[src/rtl/load_store_unit.sv]
// Memory-access stage: request/grant/response RAM transaction with lane steering and load extension.
// Optional build macro MISALIGN_TRAP_EN turns misaligned half/word accesses into an immediate error response.
module load_store_unit #(
    parameter int ADDR_W  = 32,
    parameter int TIMEOUT = 16
) (
    input  logic              clk,
    input  logic              rst_n,
    input  logic              req_valid,
    output logic              req_ready,
    input  logic              ram_w_enable,
    input  logic              load_en,
    input  logic [2:0]        databus,
    input  logic [ADDR_W-1:0] addr,
    input  logic [31:0]       wdata,
    output logic              mem_req,
    output logic              mem_we,
    output logic [ADDR_W-1:0] mem_addr,
    output logic [3:0]        mem_be,
    output logic [31:0]       mem_wdata,
    input  logic              mem_gnt,
    input  logic              mem_rvalid,
    input  logic [31:0]       mem_rdata,
    output logic [31:0]       rdata,
    output logic              done,
    output logic              err,
    output logic              busy
);

    localparam int CNT_W = $clog2(TIMEOUT + 1);

    typedef enum logic [1:0] {IDLE, REQ, WAIT_R, RESP} state_t;

    state_t              state_q, state_d;
    logic                store_q, store_d;
    logic [2:0]          size_q, size_d;
    logic [1:0]          off_q, off_d;
    logic [ADDR_W-1:0]   addr_q, addr_d;
    logic [31:0]         wdata_q, wdata_d;
    logic [3:0]          be_q, be_d;
    logic [CNT_W-1:0]    cnt_q, cnt_d;
    logic [31:0]         rdata_q, rdata_d;
    logic                err_q, err_d;

    function automatic logic is_half(input logic [2:0] code);
        return (code == 3'b001) || (code == 3'b011);
    endfunction

    function automatic logic is_byte(input logic [2:0] code);
        return (code == 3'b010) || (code == 3'b100);
    endfunction

    function automatic logic [3:0] lane_be(input logic [2:0] code, input logic [1:0] off);
        if (is_half(code)) return 4'b0011 << {off[1], 1'b0};
        if (is_byte(code)) return 4'b0001 << off;
        return 4'b1111;
    endfunction

    function automatic logic [31:0] lane_wdata(input logic [2:0] code, input logic [31:0] d);
        if (is_half(code)) return {2{d[15:0]}};
        if (is_byte(code)) return {4{d[7:0]}};
        return d;
    endfunction

    // Pick the addressed lane and extend; codes 001/010 are the signed variants.
    function automatic logic [31:0] load_fmt(input logic [2:0] code, input logic [1:0] off,
                                             input logic [31:0] word);
        logic [31:0] byte_sh;
        logic [31:0] half_sh;
        logic        sgn;
        byte_sh = word >> {off, 3'b000};
        half_sh = word >> {off[1], 4'b0000};
        sgn     = (code == 3'b001) || (code == 3'b010);
        if (is_half(code)) return {{16{sgn & half_sh[15]}}, half_sh[15:0]};
        if (is_byte(code)) return {{24{sgn & byte_sh[7]}}, byte_sh[7:0]};
        return word;
    endfunction

    function automatic logic misaligned(input logic [2:0] code, input logic [1:0] off);
        if (is_half(code)) return off[0];
        if (is_byte(code)) return 1'b0;
        return off != 2'b00;
    endfunction

    always_comb begin
        state_d = state_q;
        store_d = store_q;
        size_d  = size_q;
        off_d   = off_q;
        addr_d  = addr_q;
        wdata_d = wdata_q;
        be_d    = be_q;
        cnt_d   = cnt_q;
        rdata_d = rdata_q;
        err_d   = err_q;
        case (state_q)
            IDLE: begin
                if (req_valid && (load_en || ram_w_enable)) begin
                    store_d = ram_w_enable;
                    size_d  = databus;
                    off_d   = addr[1:0];
                    addr_d  = {addr[ADDR_W-1:2], 2'b00};
                    wdata_d = lane_wdata(databus, wdata);
                    be_d    = lane_be(databus, addr[1:0]);
                    err_d   = 1'b0;
                    cnt_d   = '0;
                    state_d = REQ;
`ifdef MISALIGN_TRAP_EN
                    if (misaligned(databus, addr[1:0])) begin
                        err_d   = 1'b1;
                        state_d = RESP;
                    end
`endif
                end
            end
            REQ: begin
                if (mem_gnt) begin
                    cnt_d   = '0;
                    state_d = store_q ? RESP : WAIT_R;
                end
            end
            WAIT_R: begin
                if (mem_rvalid) begin
                    rdata_d = load_fmt(size_q, off_q, mem_rdata);
                    state_d = RESP;
                end else if (cnt_q == CNT_W'(TIMEOUT - 1)) begin
                    err_d   = 1'b1;
                    state_d = RESP;
                end else begin
                    cnt_d = cnt_q + 1'b1;
                end
            end
            RESP:    state_d = IDLE;
            default: state_d = IDLE;
        endcase
    end

    always_ff @(posedge clk or negedge rst_n) begin
        if (!rst_n) begin
            state_q <= IDLE;
            store_q <= 1'b0;
            size_q  <= 3'b000;
            off_q   <= 2'b00;
            addr_q  <= '0;
            wdata_q <= '0;
            be_q    <= '0;
            cnt_q   <= '0;
            rdata_q <= '0;
            err_q   <= 1'b0;
        end else begin
            state_q <= state_d;
            store_q <= store_d;
            size_q  <= size_d;
            off_q   <= off_d;
            addr_q  <= addr_d;
            wdata_q <= wdata_d;
            be_q    <= be_d;
            cnt_q   <= cnt_d;
            rdata_q <= rdata_d;
            err_q   <= err_d;
        end
    end

    // Request-phase signals are only asserted while the request is outstanding.
    assign req_ready = (state_q == IDLE);
    assign busy      = (state_q != IDLE);
    assign mem_req   = (state_q == REQ);
    assign mem_we    = (state_q == REQ) && store_q;
    assign mem_be    = (state_q == REQ) ? be_q : 4'b0000;
    assign mem_addr  = addr_q;
    assign mem_wdata = wdata_q;
    assign rdata     = rdata_q;
    assign done      = (state_q == RESP);
    assign err       = (state_q == RESP) && err_q;

endmodule

[config.mk]
export PLATFORM = sky130hd
export DESIGN_NAME = load_store_unit
export DESIGN_NICKNAME = d
export VERILOG_FILES = /design/src/rtl/load_store_unit.sv
export SDC_FILE = /design/constraint.sdc
export NUM_CORES = 1
export LEC_CHECK = 0
export CORE_ASPECT_RATIO = 1.25
export CORE_MARGIN = 3
export CORE_UTILIZATION = 40
export CTS_CLUSTER_DIAMETER = 150
export CTS_CLUSTER_SIZE = 30
export DETAILED_ROUTE_END_ITERATION = 7
export HOLD_SLACK_MARGIN = 0.02
export PLACE_DENSITY = 0.75
export SYNTH_ARGS = -nofsm -noshare
export SYNTH_HDL_FRONTEND = slang
export SYNTH_SLANG_ARGS = --single-unit
export TNS_END_PERCENT = 30
[constraint.sdc]
create_clock -name clk -period 6.75 [get_ports clk]
set_clock_uncertainty 0.2 [all_clocks]
set_input_delay 1.35 -clock clk [delete_from_list [all_inputs] [get_ports clk]]
set_output_delay 1.35 -clock clk [all_outputs]
set_load 0.01 [all_outputs]
==> results of run 1 <==
==> sequential cells by signal (all words and copies together), names as in the netlist <==
register,flops
off_q,2
cnt_q,5
store_q,1
size_q,3
mem_addr,30
state_q,2
err_q,1
be_q,4
rdata,32
mem_wdata,32
==> worst max-delay path, delay by kind of cell <==
kind                   cells  cell delay [ns]
AOI/OAI and AO/OA          3             1.05
buffers and inverters      2             1.04
and+or+nand+nor            1             0.33
==> cell type report <==
class	instances	area (µm²)	share of cell area
clock buffer	12	246	0.0321
clock inverter	4	30.0	0.00390
inverter	10	37.5	0.00488
multi-input combinational	426	2250	0.293
sequential	112	2800	0.364
tap	168	210	0.0273
timing repair buffer	212	2110	0.275
==> cell families after synthesis <==
kind of cell    synth area share
xor+xnor                 0.00333
other cells             0.000713
simple gates               0.212
fa+ha+maj                 0.0143
compound gates             0.149
flops                      0.533
mux                       0.0462
buf+inv                   0.0407
==> placed cells by master, fill, tap and decap left out, types with 2 or more instances in the layout <==
cell | netlist | layout
a21oi_1 | 37 | 37
a221oi_1 | 9 | 9
a22oi_1 | 9 | 9
a2bb2oi_1 | 6 | 6
a31oi_1 | 4 | 4
and2_1 | 7 | 7
buf_4 | 4 | 4
clkbuf_1 | 14 | 2
clkbuf_16 | 0 | 9
clkdlybuf4s50_1 | 0 | 208
clkinv_4 | 0 | 2
conb_1 | 1 | 2
dfrtp_1 | 112 | 112
ha_1 | 6 | 6
inv_1 | 10 | 10
mux2i_1 | 22 | 22
nand2_1 | 189 | 189
nand2b_1 | 7 | 7
nand3_1 | 12 | 12
nor2_1 | 44 | 43
nor2b_1 | 4 | 4
nor3_1 | 4 | 4
o211ai_1 | 14 | 14
o21a_1 | 2 | 2
o21ai_0 | 25 | 25
o221ai_1 | 6 | 6
or2_2 | 2 | 2
xnor2_1 | 2 | 2
==> metrics by stage <==
step	instances	instance area [µm²]	hold WS, ns
floorplan	584	5260	0.230
global placement	928	7410	0.251
detailed placement	928	7410	0.255
CTS	944	7690	0.273
global route	944	7690	0.295
finish	944	7690	0.265
==> how the worst max path moves through the flow <==
stage | from | to | slack (ns)
after CTS | ram_w_enable | mem_wdata[26]$_DFFE_PN0P_ | 3.07
after floorplan | mem_rdata[31] | rdata[21]$_DFFE_PN0P_ | 3.97
after global placement | ram_w_enable | mem_wdata[25]$_DFFE_PN0P_ | 2.87
after detailed placement | ram_w_enable | mem_wdata[26]$_DFFE_PN0P_ | 2.73
final | ram_w_enable | mem_wdata[26]$_DFFE_PN0P_ | 3.00
after global routing | ram_w_enable | mem_wdata[26]$_DFFE_PN0P_ | 2.87
==> layer usage <==
layer  part of all wire  vias up
met4              0.029        0
met3               0.11       34
li1                   -     2340
met2               0.47      263
met1               0.39     2333
met5                  0        -
==> report_power, final <==
group,switching [W],internal (W)
registers,0.000226,0.000974
logic,0.000783,0.000831
clock network,0.000236,0.000262
total,0.00124,0.00207
==> impl_metrics.json, run 1 <==
{
  "leakagePower_nw": 3.37,
  "synth_to_layout_area_growth_pct": 46.3,
  "detailroute.via_count": 4970,
  "power-per-cell-area_mw_per_mm2": 431,
  "post_route_cells_drive_above_1_share": 0.0322,
  "synth_top_area_share": 0.533,
  "finalWeightedCongestion": 0.872,
  "numCtsBuffers": 9,
  "fin_tns_setup_ns": 0,
  "critical_path.reg2reg.startpoint": "state_q[0]$_DFFE_PN0P_",
  "clkSinkCount": 112,
  "htreeDepth": 3,
  "utilization": 0.602,
  "grt_start_max_net_pins": 75,
  "path_cells": "clkdlybuf4s50_1 > o21ai_0 > or2_2 > buf_4 > a221oi_1 > a21oi_1",
  "clock.fmax_mhz": 267,
  "grt_setup_unrepaired": "no",
  "synth_ff_type": "dfrtp_1",
  "crit_type": "primary input to flip-flop",
  "ctsResizeCount": 0,
  "antenna_cells_inserted": 0,
  "final_period_minus_worst_setup_slack_ns": 3.75,
  "placement_rows": 46,
  "grt_pass1_vias": 5153,
  "detailedRoute.firstPassIterationCount": 5,
  "grt_busiest_layer": "met2",
  "slowest_stage": "o21ai_0",
  "slack_of_the_worst_reg_to_reg_path_ns": 4.07,
  "biggest_area_consumer_among_synthesized_cells": "dfrtp_1",
  "clk_transition_reported_paths_ns": 0.07,
  "die-height_um": 134,
  "final.setup.worst_slack_ns": 3.00,
  "pre_cts_slack_ns": 2.73,
  "cts_tree": "built",
  "overflow": 0,
  "global_route_wire_length_before_repair_um": 25600,
  "final_hold_viol_count": 0,
  "use_met2": 0.359,
  "starting_density": 0.411,
  "placement.io_buffers": 209,
  "yosys-top-cells-area": "dfrtp_1 (53%), nand2_1 (13%), mux2i_1 (4.2%)",
  "synth_area_mm2": 0.00526,
  "hold_path.class": "flip-flop to flip-flop",
  "maxSlewViolCount": 0,
  "yosysSeqAreaShare": 0.533,
  "timing.critical_path.arrival_ns": 3.82,
  "r2r_cells": 5,
  "post-route-drc-count": 0,
  "die_outline_area_mm2": 0.0146,
  "gr-usage-all-layers": 0.220,
  "data_required_time_at_the_worst_endpoint_ns": 6.81,
  "synth-seq-cells": 112,
  "max_stage_delay_ns": 0.69,
  "worst_hold_path_ep": "store_q$_DFFE_PN0P_",
  "postCtsSetupBuffers": 0,
  "syn-mean-instance-area_um2": 9.02,
  "hold_buffers": 0,
  "run_status": "finished, final reports clean",
  "synth-warning-count": 0,
  "worstSkewPairLatency_ns": 0.34,
  "hp-start": "store_q$_DFFE_PN0P_",
  "post-route-period-util": 0.556,
  "crit-reg2reg-capture": "rdata[1]$_DFFE_PN0P_",
  "timing.critical_path.from_type": "primary input",
  "peakVddDrop_uv": 206,
  "post_drt_via_cell_ratio": 5.26,
  "path_max_fanout": 73,
  "power.total_w": 0.00331,
  "grt_antenna_before_repair": 0,
  "finalNetCount": 883,
  "most_frequent_cells_after_synthesis": "nand2_1 (189), dfrtp_1 (112), nor2_1 (44)",
  "die_w_um": 109,
  "wl_per_cell_um": 17.0,
  "drt_iter0_drc": 327,
  "ys_types": 41,
  "io-pin-count": 212,
  "num-fill-cells": 1112,
  "core-area_mm2": 0.0128,
  "dp_hpwl_um": 12000,
  "crit_path_end_kind": "flip-flop",
  "drt_wl_total_um": 16100,
  "clock_path_buffers": 2,
  "worstHoldPathCells": 2,
  "global_route.usage.met1": 0.266,
  "postSynthCellCount": 583,
  "relSlewSlack": 0.316,
  "clock-root-buffer": "clkbuf_16",
  "setup_violations": 0,
  "timing_worst_slew_pin_value_ns": 1.03,
  "grt_util_met3": 0.0775,
  "synth_most_common_cell": "nand2_1",
  "synth-async-reset-ratio": 1.00,
  "synth_edf_count": 0,
  "ant_nets": 0,
  "timing.max_cap.violations": 0
}
No activity file was read; power rests on OpenSTA's default activity.
==> run 2, diff against run 1 <==
==> constraint.sdc (replaced) <==
create_clock -name clk -period 3.9 [get_ports clk]
set_clock_uncertainty 0.2 [all_clocks]
set_input_delay 0.78 -clock clk [delete_from_list [all_inputs] [get_ports clk]]
set_output_delay 0.78 -clock clk [all_outputs]
set_load 0.01 [all_outputs]
==> run 2 against run 1 <==
Against the previous run: register-to-register slack got worse by 2.6 ns; die area unchanged; critical path depth unchanged; highest routed layer unchanged.
==> impl_metrics.json, run 2 (synthesis gave the netlist of run 1 again) <==
{
  "run_status": "finished, final reports clean",
  "hold_path.class": "primary input to asynchronous set/reset pin",
  "die_outline_area_mm2": 0.0146,
  "clkSinkCount": 112,
  "num-fill-cells": 1091,
  "dp_hpwl_um": 11900,
  "die-height_um": 134,
  "setup_violations": 0,
  "clock-root-buffer": "clkbuf_16",
  "grt_setup_unrepaired": "no",
  "fin_tns_setup_ns": 0,
  "postCtsSetupBuffers": 0,
  "post_drt_via_cell_ratio": 5.25,
  "timing.critical_path.from_type": "primary input",
  "timing.max_cap.violations": 0,
  "layout_common_cells": "clkdlybuf4s50_1 (208), nand2_1 (189), dfrtp_1 (112)",
  "data_required_time_at_the_worst_endpoint_ns": 3.96,
  "clock.fmax_mhz": 343,
  "crit_path_end_kind": "flip-flop",
  "overflow": 0,
  "placement_rows": 46,
  "detailedRoute.firstPassIterationCount": 5,
  "worstSkewPairLatency_ns": 0.34,
  "core-area_mm2": 0.0128,
  "timing.critical_path.arrival_ns": 2.98,
  "ant_nets": 0,
  "design_area_mm2": 0.00776,
  "htreeDepth": 3,
  "finalNetCount": 887,
  "path_cells": "clkdlybuf4s50_1 > o21ai_0 > or2_2 > buf_12 > a221oi_1 > a21oi_1",
  "die_w_um": 109,
  "post-route-drc-count": 0,
  "drt_wl_total_um": 15900,
  "wl_per_cell_um": 16.8,
  "cpLargestDelayFamily": "compound AO/OA/AOI/OAI gates",
  "relSlewSlack": 0.404,
  "cts_tree": "built",
  "placement.cell_area_mm2": 0.00747,
  "synth_to_layout_area_growth_pct": 47.6,
  "detailroute.via_count": 4975,
  "final_period_minus_worst_setup_slack_ns": 2.91,
  "placement.io_buffers": 209,
  "io-pin-count": 212,
  "gr-usage-all-layers": 0.219,
  "post-route-period-util": 0.746,
  "critical_path.n_buffers_inverters": 2,
  "slowest_stage": "o21ai_0",
  "hold_buffers": 0,
  "grt_start_max_net_pins": 64,
  "leakagePower_nw": 3.41,
  "path_max_fanout": 38,
  "global_route_wire_length_before_repair_um": 25200,
  "antenna_cells_inserted": 0,
  "grt_antenna_before_repair": 0,
  "clk_transition_reported_paths_ns": 0.07,
  "final_hold_viol_count": 0,
  "max_stage_delay_ns": 0.66,
  "crit_type": "primary input to flip-flop",
  "timing_worst_slew_pin_value_ns": 0.894,
  "grt_pass1_vias": 5057,
  "power-per-cell-area_mw_per_mm2": 746,
  "finalWeightedCongestion": 0.889,
  "maxSlewViolCount": 0,
  "clock_path_buffers": 2,
  "post_route_cells_drive_above_1_share": 0.0372,
  "peakVddDrop_uv": 352,
  "starting_density": 0.411,
  "drt_iter0_drc": 294,
  "numCtsBuffers": 9,
  "final_common_cell": "clkdlybuf4s50_1",
  "ctsResizeCount": 0
}
run 2: cell count changes in the layout (fill, tap and decap cells not counted):
cell / delta
buf_12: +2
buf_4: +2
bufinv_16: +1
clkinv_2: +1
inv_6: +1
clkinv_4: -2
clkbuf_8: -1
run 2: path summary, 6_finish.rpt:
path | slack [ns] | end | start | cells past startpoint
setup reg to reg | 1.47 | rdata[17]$_DFFE_PN0P_ | off_q[1]$_DFFE_PN0P_ | 5
min in group clk | 0.28 | mem_wdata[15]$_DFFE_PN0P_ | mem_wdata[15]$_DFFE_PN0P_ | 2
hold reg to reg | 0.28 | mem_wdata[15]$_DFFE_PN0P_ | mem_wdata[15]$_DFFE_PN0P_ | 2
hold / removal | 0.25 | rdata[2]$_DFFE_PN0P_ | rst_n | 1
setup / recovery | 0.99 | mem_wdata[30]$_DFFE_PN0P_ | ram_w_enable | 6
max in group asynchronous | 2.48 | off_q[0]$_DFFE_PN0P_ | rst_n | 2
run 2: report_power, final:
part / internal (W) / switching [W]
Combinational: 0.00146 / 0.00136
Sequential: 0.00169 / 0.000372
Clock: 0.000499 / 0.000411
Total: 0.00364 / 0.00214
run 2: final cells by class:
cell class	count	area (µm²)	area share
Timing Repair Buffer	216	2170	0.279
Multi-Input combinational cell	426	2250	0.290
Clock buffer	11	233	0.0300
Sequential cell	112	2800	0.361
Tap cell	168	210	0.0271
Clock inverter	5	56.3	0.00726
Inverter	10	37.5	0.00484
run 2: metrics by stage:
stage	total power (W)	setup WS, ns	instances	hold slack [ns]	utilization
CTS	0.00584	1.01	948	0.277	0.607
global placement	0.00482	0.762	932	0.256	0.585
finish	0.00579	0.989	948	0.249	0.607
floorplan	0.00340	1.69	584	0.230	-
global route	0.00619	0.829	948	0.300	0.607
detailed placement	0.00490	0.665	932	0.264	0.585
run 2: per-layer routing:
metal,share of wire,wire [µm],GRT usage
met5,0,0,0
met4,0.021,329,0.0695
met3,0.11,1750,0.0809
met2,0.47,7490,0.354
met1,0.40,6320,0.271
==> run 3, diff against run 2 <==
--- a/config.mk
+++ b/config.mk
@@ -7,12 +7,12 @@
 export LEC_CHECK = 0
 export CORE_ASPECT_RATIO = 1.25
 export CORE_MARGIN = 3
-export CORE_UTILIZATION = 40
+export CORE_UTILIZATION = 39
 export CTS_CLUSTER_DIAMETER = 150
 export CTS_CLUSTER_SIZE = 30
 export DETAILED_ROUTE_END_ITERATION = 7
 export HOLD_SLACK_MARGIN = 0.02
-export PLACE_DENSITY = 0.75
+export PLACE_DENSITY = 0.76
 export SYNTH_ARGS = -nofsm -noshare
 export SYNTH_HDL_FRONTEND = slang
 export SYNTH_SLANG_ARGS = --single-unit
==> constraint.sdc (replaced) <==
create_clock -name clk -period 2.66 [get_ports clk]
set_clock_uncertainty 0.2 [all_clocks]
set_input_delay 0.532 -clock clk [delete_from_list [all_inputs] [get_ports clk]]
set_output_delay 0.532 -clock clk [all_outputs]
set_load 0.01 [all_outputs]
==> run 3 against run 2 <==
Against the previous run: sequential power increased by 45%; global-route usage decreased by 0.14 points; total power increased by 48%; first-iteration DRC count decreased by 22%; sequential share of layout area decreased by 0.52 points; cell count increased by 1.3%; sequential cell count unchanged; worst hold slack improved by 0.024 ns; critical path depth decreased by 2; largest power group unchanged.
==> impl_metrics.json, run 3 (synthesis gave the netlist of run 1 again) <==
{
  "run_status": "finished, final reports clean",
  "die-height_um": 136,
  "die_w_um": 110,
  "seq_pwr_share": 0.350,
  "share_comb_of_total_power": 0.497,
  "timing_worst_slew_pin_value_ns": 0.662,
  "drt_wl_total_um": 16200,
  "starting_density": 0.406,
  "overflow": 0,
  "power-per-cell-area_mw_per_mm2": 1080,
  "final_period_minus_worst_setup_slack_ns": 2.56,
  "internal_power_w": 0.00532,
  "placement_rows": 46,
  "clk_transition_reported_paths_ns": 0.07,
  "slowest_stage": "clkdlybuf4s50_1",
  "timing.max_cap.violations": 0,
  "drt_iter0_drc": 229,
  "clkPwrFrac": 0.152,
  "post_drt_via_cell_ratio": 5.24,
  "fin_tns_setup_ns": 0,
  "setup_violations": 0,
  "htreeDepth": 3,
  "final_hold_viol_count": 0,
  "timing.critical_path.arrival_ns": 1.83,
  "path_cells": "inv_1 > ha_4 > and2_1 > clkdlybuf4s50_1",
  "finalNetCount": 899,
  "clock.fmax_mhz": 391,
  "post-route-period-util": 0.962,
  "io-pin-count": 212,
  "path_max_fanout": 7,
  "postCtsSetupBuffers": 0,
  "cts_tree": "built",
  "grt_pass1_vias": 5020,
  "dp_hpwl_um": 12200,
  "relSlewSlack": 0.556,
  "wl_per_cell_um": 16.9,
  "ant_nets": 0,
  "gr-usage-all-layers": 0.217,
  "crit_type": "flip-flop to output pin",
  "post-route-drc-count": 0,
  "worstSkewPairLatency_ns": 0.35,
  "detailroute.via_count": 5031,
  "max_stage_delay_ns": 0.55,
  "final_common_cell": "clkdlybuf4s50_1",
  "layout_common_cells": "clkdlybuf4s50_1 (206), nand2_1 (189), dfrtp_1 (112)",
  "maxSlewViolCount": 0,
  "synth_to_layout_area_growth_pct": 49.8,
  "global_route_wire_length_before_repair_um": 25400,
  "net-switching-power_w": 0.00322,
  "finalWeightedCongestion": 0.859,
  "antenna_cells_inserted": 0,
  "grt_start_max_net_pins": 48,
  "power.switching_fraction": 0.377,
  "timing.critical_path.from_type": "flip-flop",
  "numCtsBuffers": 9,
  "placement.io_buffers": 209,
  "crit_path_end_kind": "output pin",
  "clock_path_buffers": 2,
  "cpLargestDelayFamily": "buffers and inverters",
  "critical_path.n_buffers_inverters": 2,
  "die_outline_area_mm2": 0.0149,
  "grt_antenna_before_repair": 0,
  "power.total_w": 0.00854,
  "post_route_cells_drive_above_1_share": 0.0530,
  "detailedRoute.firstPassIterationCount": 5,
  "clock-root-buffer": "clkbuf_16",
  "core-area_mm2": 0.0129,
  "peakVddDrop_uv": 567,
  "grt_setup_unrepaired": "no",
  "data_required_time_at_the_worst_endpoint_ns": 1.93,
  "leakagePower_nw": 3.49,
  "hold_path.class": "flip-flop to flip-flop",
  "clkSinkCount": 112
}
## run 3: cell types whose count changed in the layout (fill, tap and decap cells not counted), sizes merged
cell           before  now
clkbuf             11   10
buf                 8   19
clkinv              2    3
inv                11   13
dlygate4sd3         0    1
bufinv              1    0
clkinvlp            1    0
dlymetal6s2s        0    2
clkdlybuf4s50     208  206
## run 3: final timing paths
path	from	end	slack [ns]	cells after the start
max in group asynchronous	rst_n	rdata[21]$_DFFE_PN0P_	0.99	3
min in group asynchronous	rst_n	cnt_q[4]$_DFFE_PN0P_	0.51	2
worst max register to register	cnt_q[0]$_DFFE_PN0P_	cnt_q[3]$_DFFE_PN0P_	0.24	6
worst min register to register	be_q[0]$_DFFE_PN0P_	be_q[0]$_DFFE_PN0P_	0.27	2
worst max-delay path	state_q[1]$_DFFE_PN0P_	mem_be[3]	0.10	4
worst min-delay path	be_q[0]$_DFFE_PN0P_	be_q[0]$_DFFE_PN0P_	0.27	2
## run 3: final cells by class
| cell class | instances | area [µm²] |
|---|---|---|
| well taps | 168 | 210 |
| flip-flops and latches | 112 | 2800 |
| clock buffers | 10 | 229 |
| repair buffers | 228 | 2280 |
| fillers | 1119 | 5080 |
| multi-input cells | 426 | 2260 |
| inverters | 10 | 37.5 |
| clock inverters | 6 | 51.3 |
## run 3: through the flow
step / cells / utilization / hold slack, ns / setup slack [ns] / instance area (µm²)
final: 960 / 0.608 / 0.273 / 0.102 / 7870
after global routing: 960 / 0.608 / 0.301 / 0.0144 / 7870
after CTS: 960 / 0.607 / 0.281 / 0.0350 / 7860
after detailed placement: 943 / 0.584 / 0.252 / 0.103 / 7560
after global placement: 943 / 0.584 / 0.249 / 0.231 / 7560
after floorplan: 584 / - / 0.0364 / 0.460 / 5260
## run 3: timing repair
action / CTS / global route
setup endpoints to repair: 4 / 6
resized for setup: 1 / 3
gates cloned: 0 / 0
endpoints found under the hold margin: 37 / 0
hold buffers: 1 / 0
## run 3: power by group through the flow
stage / Clock [W] / Combinational (W) / Sequential [W]
6_report: 0.00130 / 0.00425 / 0.00299
5_1_grt: 0.00141 / 0.00463 / 0.00310
4_1_cts: 0.00133 / 0.00428 / 0.00299
3_5_place_dp: 0 / 0.00426 / 0.00301
3_3_place_gp: 0 / 0.00415 / 0.00298
2_1_floorplan: 0 / 0.00177 / 0.00321
## run 3: tightest hold or removal path: stages (launching register included)
cell and delay, ns:
dfrtp_1 0.34, nand2_1 0.05, nand2_1 0.05
## run 3: routing by layer
metal | global-route usage | part of all wire | vias to the layer above | routed length [µm]
li1 | - | - | 2375 | -
met1 | 0.255 | 0.38 | 2388 | 6190
met2 | 0.356 | 0.47 | 236 | 7690
met3 | 0.0877 | 0.11 | 32 | 1860
met4 | 0.0804 | 0.031 | 0 | 506
met5 | 0 | 0 | - | 0
